<file path="src/rtl/mem_responder.sv">
// mem_responder: memory-side responder for the addr/wr_en/rd_en/wdata/rdata bus.
// Holds a DEPTH x DATA_W array. Reads return after RD_LATENCY posedges.
//
// Handshake: there is no backpressure. wr_en/rd_en are sampled on every posedge.
// Each rd_en accepted in IDLE produces exactly one rdata_valid pulse, in issue
// order. Requests seen while init_busy is high are dropped and set access_err.
//
// Optional feature: define MEM_RESPONDER_INIT_EN to make INIT sweep INIT_VALUE
// into every entry after reset. Without it, INIT lasts a single posedge.
// The FSM state is visible as the internal signal state_q for checkers.
module mem_responder #(
  parameter int ADDR_W     = 8,
  parameter int DATA_W     = 8,
  parameter int RD_LATENCY = 1,
  parameter logic [DATA_W-1:0] INIT_VALUE = '0
) (
  input  logic              clk,
  input  logic              reset,
  input  logic [ADDR_W-1:0] addr,
  input  logic              wr_en,
  input  logic              rd_en,
  input  logic [DATA_W-1:0] wdata,
  output logic [DATA_W-1:0] rdata,
  output logic              rdata_valid,
  output logic              init_busy,
  output logic              access_err
);

  localparam int DEPTH = 1 << ADDR_W;

  // Reject unsupported configurations at elaboration time.
  generate
    if (RD_LATENCY < 1 || RD_LATENCY > 4) begin : g_bad_latency
      $error("mem_responder: RD_LATENCY must be in 1..4");
    end
    if ($bits(INIT_VALUE) != DATA_W) begin : g_bad_init_width
      $error("mem_responder: INIT_VALUE width must equal DATA_W");
    end
  endgenerate

  typedef enum logic {
    ST_INIT = 1'b0,
    ST_IDLE = 1'b1
  } state_t;

  state_t state_q;

  logic [DATA_W-1:0] mem [DEPTH];

  // Stage RD_LATENCY-1 is the output register; earlier stages are the pipeline.
  logic [DATA_W-1:0] stg_data [RD_LATENCY];
  logic              stg_vld  [RD_LATENCY];

  logic              wr_fire;
  logic              rd_fire;
  logic [DATA_W-1:0] rd_word;

`ifdef MEM_RESPONDER_INIT_EN
  localparam logic [ADDR_W-1:0] LAST_ADDR = ADDR_W'(DEPTH - 1);
  logic [ADDR_W-1:0] sweep_cnt;
`endif

  // Only IDLE accepts accesses; a same-cycle write is forwarded to the read.
  always_comb begin
    wr_fire = (state_q == ST_IDLE) && wr_en;
    rd_fire = (state_q == ST_IDLE) && rd_en;
    rd_word = wr_fire ? wdata : mem[addr];
  end

  // Control FSM: INIT (sweep or single edge) then IDLE until the next reset.
  always_ff @(posedge clk or posedge reset) begin
    if (reset) begin
      state_q    <= ST_INIT;
      init_busy  <= 1'b1;
      access_err <= 1'b0;
`ifdef MEM_RESPONDER_INIT_EN
      sweep_cnt  <= '0;
`endif
    end else begin
      case (state_q)
        ST_INIT: begin
          if (wr_en || rd_en) begin
            access_err <= 1'b1;
          end
`ifdef MEM_RESPONDER_INIT_EN
          sweep_cnt <= sweep_cnt + 1'b1;
          if (sweep_cnt == LAST_ADDR) begin
            state_q   <= ST_IDLE;
            init_busy <= 1'b0;
          end
`else
          state_q   <= ST_IDLE;
          init_busy <= 1'b0;
`endif
        end
        default: begin
          state_q   <= ST_IDLE;
          init_busy <= 1'b0;
        end
      endcase
    end
  end

  // Storage array: init sweep writes or bus writes; reset does not clear it.
  always_ff @(posedge clk) begin
`ifdef MEM_RESPONDER_INIT_EN
    if (!reset && state_q == ST_INIT) begin
      mem[sweep_cnt] <= INIT_VALUE;
    end else if (wr_fire) begin
      mem[addr] <= wdata;
    end
`else
    if (wr_fire) begin
      mem[addr] <= wdata;
    end
`endif
  end

  // Read pipeline: data is frozen at capture and shifts one stage per edge.
  always_ff @(posedge clk or posedge reset) begin
    if (reset) begin
      for (int i = 0; i < RD_LATENCY; i++) begin
        stg_data[i] <= '0;
        stg_vld[i]  <= 1'b0;
      end
    end else begin
      stg_vld[0] <= rd_fire;
      if (rd_fire) begin
        stg_data[0] <= rd_word;
      end
      for (int i = 1; i < RD_LATENCY; i++) begin
        stg_vld[i] <= stg_vld[i-1];
        if (stg_vld[i-1]) begin
          stg_data[i] <= stg_data[i-1];
        end
      end
    end
  end

  assign rdata       = stg_data[RD_LATENCY-1];
  assign rdata_valid = stg_vld[RD_LATENCY-1];

endmodule

</file>
<file path="config.mk">
export PLATFORM = sky130hd
export DESIGN_NAME = mem_responder
export DESIGN_NICKNAME = d
export VERILOG_FILES = /design/src/rtl/mem_responder.sv
export SDC_FILE = /design/constraint.sdc
export NUM_CORES = 2
export LEC_CHECK = 0
export CAP_MARGIN = 40
export CORE_ASPECT_RATIO = 2
export CORE_MARGIN = 2
export CORE_UTILIZATION = 40
export CTS_CLUSTER_DIAMETER = 50
export DETAILED_ROUTE_END_ITERATION = 10
export DONT_BUFFER_PORTS = 1
export PLACE_DENSITY = 0.65
export SYNTH_ARGS = -nofsm -noshare
export SYNTH_HDL_FRONTEND = slang
export SYNTH_SLANG_ARGS = --single-unit
export TNS_END_PERCENT = 1
</file>
<file path="constraint.sdc">
create_clock -name clk -period 2.35 [get_ports clk]
set_clock_uncertainty 0.1 [all_clocks]
set_input_delay 0.5875 -clock clk [delete_from_list [all_inputs] [get_ports clk]]
set_output_delay 0.5875 -clock clk [all_outputs]
set_load 0.03 [all_outputs]
</file>
Word-level counts from Yosys, hierarchy flattened:

Memories as Yosys holds them, arrays and structs flattened. A register that Yosys moved wholly into a read port is not among the register bits.
Index checks and enable logic that the tools add are counted.

* register bits after elaboration: 4
* memory bits (writable): 2048
* output and inout bits: 11
* word-level logic and storage cells: 12
* memories: 1

Memories
* mem: words 256, width 8, read ports 1, clocked after Yosys merged registers in 1, write ports 1, line 48 `logic [DATA_W-1:0] mem [DEPTH];`

* mux-type cells: 2
* bitwise gates (word level): 1
* reductions and logical operators: 4

Operators by type and width (count)
* 1-bit logical AND: 2
* 1-bit 2-to-1 mux: 2
* 2-bit AND reduction: 1
* 1-bit logical OR: 1
* 1-bit inverter: 1

Longest topological paths before layout:

* word-level depth: 3
* mapped depth: 12
* depth with buffers taken out: 7

Least setup slack after synthesis:

No wires, ideal clock.

* kind: input-to-reg
* from: input port addr[1]
* to: memory mem[107][0] (enable)
* data arrival time: 2.654 ns
* data required time: 1.880 ns
* path slack: -0.774 ns
* stages on the path: 9
* path buffers: 7
* cells stage by stage: buf_4 > buf_2 > buf_2 > buf_2 > clkbuf_1 > buf_2 > nand4_1 > clkbuf_1 > nor2_1

RTL lines
* from (decl): line 19 `input logic [ADDR_W-1:0] addr,`
* to (decl): line 48

Straight into the memory's write port.

==> impl_results.md <==
- Status: finished with violations
- Violated checks: negative setup slack
- Arrival @ worst endpoint: 3240 ps
- Lkg Pwr: 30.6 nW
- Placer Congestion: 0.938
- Cell total after placement: 6,641
- CTS Sinks: 2,060
- Gate Count Post-Synth: 3,748
- Drt initial violations: 4,121
- Worst slew pin tran: 1070 ps
- Worst-Skew Late Latency: 840 ps
- R2r setup slk: -200 ps
- Global Route Usage Sum: 0.224
- Seq/Total Area, Yosys: 0.772
- Setup violators final: 8
- GRT overflow: 0
- Die Width: 320 µm
- CTS Buffer Depth: 4
- First-pass GRT wire length: 320,000 µm
- Synthesized cell area: 80,100 µm²
- Synth warn: 0
- Top FF cell, synth: edfxtp_1
- Hold_ws: 29.8 ps
- Most common cell after layout, fill and taps aside: edfxtp_1
- Post-synth EDFFs: 2,048
- P&R area growth vs syn: 20.9%
- FP Rows: 232
- Clock slew at reported path FFs: 70 ps
- Tcrit/Tclk final: 1.14
- Area after DPL: 89,100 µm²
- Design area: 96,900 µm²
- Setup crit start kind: input port
- Die Ht: 637 µm
- Syn Area/Cell: 21.4 µm²
- Synthesized net count: 3,768
- IO Pins: 31
- Final worst slack: -332 ps
- DP Wirelength: 136,000 µm
- Worst VDD drop: 0.000606 V
- Die area: 204,000 µm²
- Tot Pwr: 73.4 mW
- CP required: 2910 ps
- Vias in the first global route: 41,900
- Vias/cell: 5.86
- Critical path class: in2reg
- Post-layout util: 0.486
- Pre-CTS setup slack: -1490 ps
- Netlist cell types: 58
- Residual DRC count: 0
- IO buf count: 0
- Final Slew Violations: 0
- Slew Limit Headroom: 0.284
- Crit path time final: 2680 ps
- Most frequent cells in the layout: edfxtp_1 (2,048), mux4_2 (513), buf_4 (429)
- RSZ-0062 raised after global routing: true
- Via count: 41,400
- #FFs+latches synth: 2,060
- Final WL: 239,000 µm
- Post-layout nets: 4,373
- Post-DRT Antenna Nets: 0
- Setup_tns: -1860 ps
- Crit-path max FO: 72
- Layout cells sized above 1: 0.370
- Pwr Density: 758 nW/µm²
- Starting Density: 0.402
- Largest net degree at the start of global routing: 533
- Initial DRT Pass Iterations: 9
- Layout Cells excl Fill: 7,057
- Root Driver: clkbuf_16
- MaxCap Viol Count: 0
- Antenna violations before repair: 9
- Min-delay worst type: in2reg
- Core area: 199,000 µm²
- CTS H-tree depth: 4
- Critical path capture point type: flip-flop
- Highest clock rate: 0.373 GHz
- CTS tree: yes
- Async SR Flop Fraction: 0.00583
- CTS Buf Count: 169
- Hold Vio Cnt, Final: 0
- Drt wl/cell: 33.8 µm
- Fillers: 15,800
==> Yosys cell counts (8+ instances only) <==
library cell  instances  area [µm²]
clkbuf_1            103         387
a22oi_1              37         278
nand3b_1              8        60.1
buf_1                22        82.6
a21oi_1              41         205
mux4_2              513       11600
o21ai_0              26         130
a211oi_1              8        60.1
nor2b_1              15        93.8
buf_6                20         225
nand2_1             127         477
nor3_1               12        60.1
buf_2                49         245
a32oi_1              27         236
mux2_2               11         124
a22o_1               11        96.3
mux2i_1             122        1220
nand2b_1              8        50.1
buf_4                35         263
a221oi_1              9        78.8
nand3_1              46         230
o22ai_1              44         275
nor2_1              294        1100
a31oi_1              10        62.6
dfrtp_1              11         275
edfxtp_1           2048       61500
a311oi_1              8        70.1
==> path summary, 6_finish.rpt <==
path | from | end | cells past startpoint
worst max-delay path | addr[0] | rdata[5] | 11
worst min-delay path | addr[2] | rdata[6] | 3
worst max register to register | mem[39][5] | rdata[5] | 6
worst min register to register | state_q | access_err | 2
max in group asynchronous | reset | rdata[2] | 2
min in group asynchronous | reset | rdata[4] | 2
==> metal layers <==
metal	track usage	part of all wire
met1	0.231	0.31
met2	0.417	0.54
met3	0.0278	0.058
met4	0.156	0.085
met5	0	0
==> cell families after synthesis <==
kind of cell,Yosys count,synth area share
flip-flops,2060,0.772
multiplexers,646,0.161
AND/OR/NAND/NOR,534,0.0280
AO/OA/AOI/OAI,269,0.0237
buffers and inverters,237,0.0157
other,2,0.0000938
==> power by group <==
| part | switching [mW] | total, mW | leakage [nW] | internal, mW |
|---|---|---|---|---|
| sequential | 0.108 | 40.5 | 18.5 | 40.4 |
| combinational | 2.50 | 4.28 | 9.40 | 1.78 |
| clock | 12.8 | 28.6 | 2.67 | 15.8 |
==> sequential cells by signal, indices dropped and copies added, names as in the netlist <==
| signal | cells |
|---|---|
| access_err | 1 |
| init_busy | 1 |
| mem | 2048 |
| rdata | 8 |
| rdata_valid | 1 |
| state_q | 1 |
==> area by class of cell <==
class                   count  area (µm²)  share of cell area
flip-flops and latches   2060       61800               0.638
inverters                   6        38.8            0.000400
repair buffers            665        7920              0.0818
clock inverters            90         960             0.00991
well taps                2574        3220              0.0332
diodes                      8        20.0            0.000207
clock buffers             203        4500              0.0465
multi-input cells        1451       18400               0.190
==> what timing repair did <==
action,4_1_cts,5_1_grt
cloned,0,23
setup endpoints to repair,16,2056
pin swaps,10,12
resized for setup,29,59
hold buffers,45,0
endpoints found under the hold margin,860,0
setup buffers,0,41
==> critical path, stage by stage <==
cell      delay [ps]
buf_16           150
buf_16           140
buf_16           170
buf_16           170
mux4_2           510
mux4_2           520
o21ai_2          190
nor2_1            70
a311oi_2         310
buf_4            180
o32ai_1           80
Note: power is estimated with default switching activity, not from simulation.
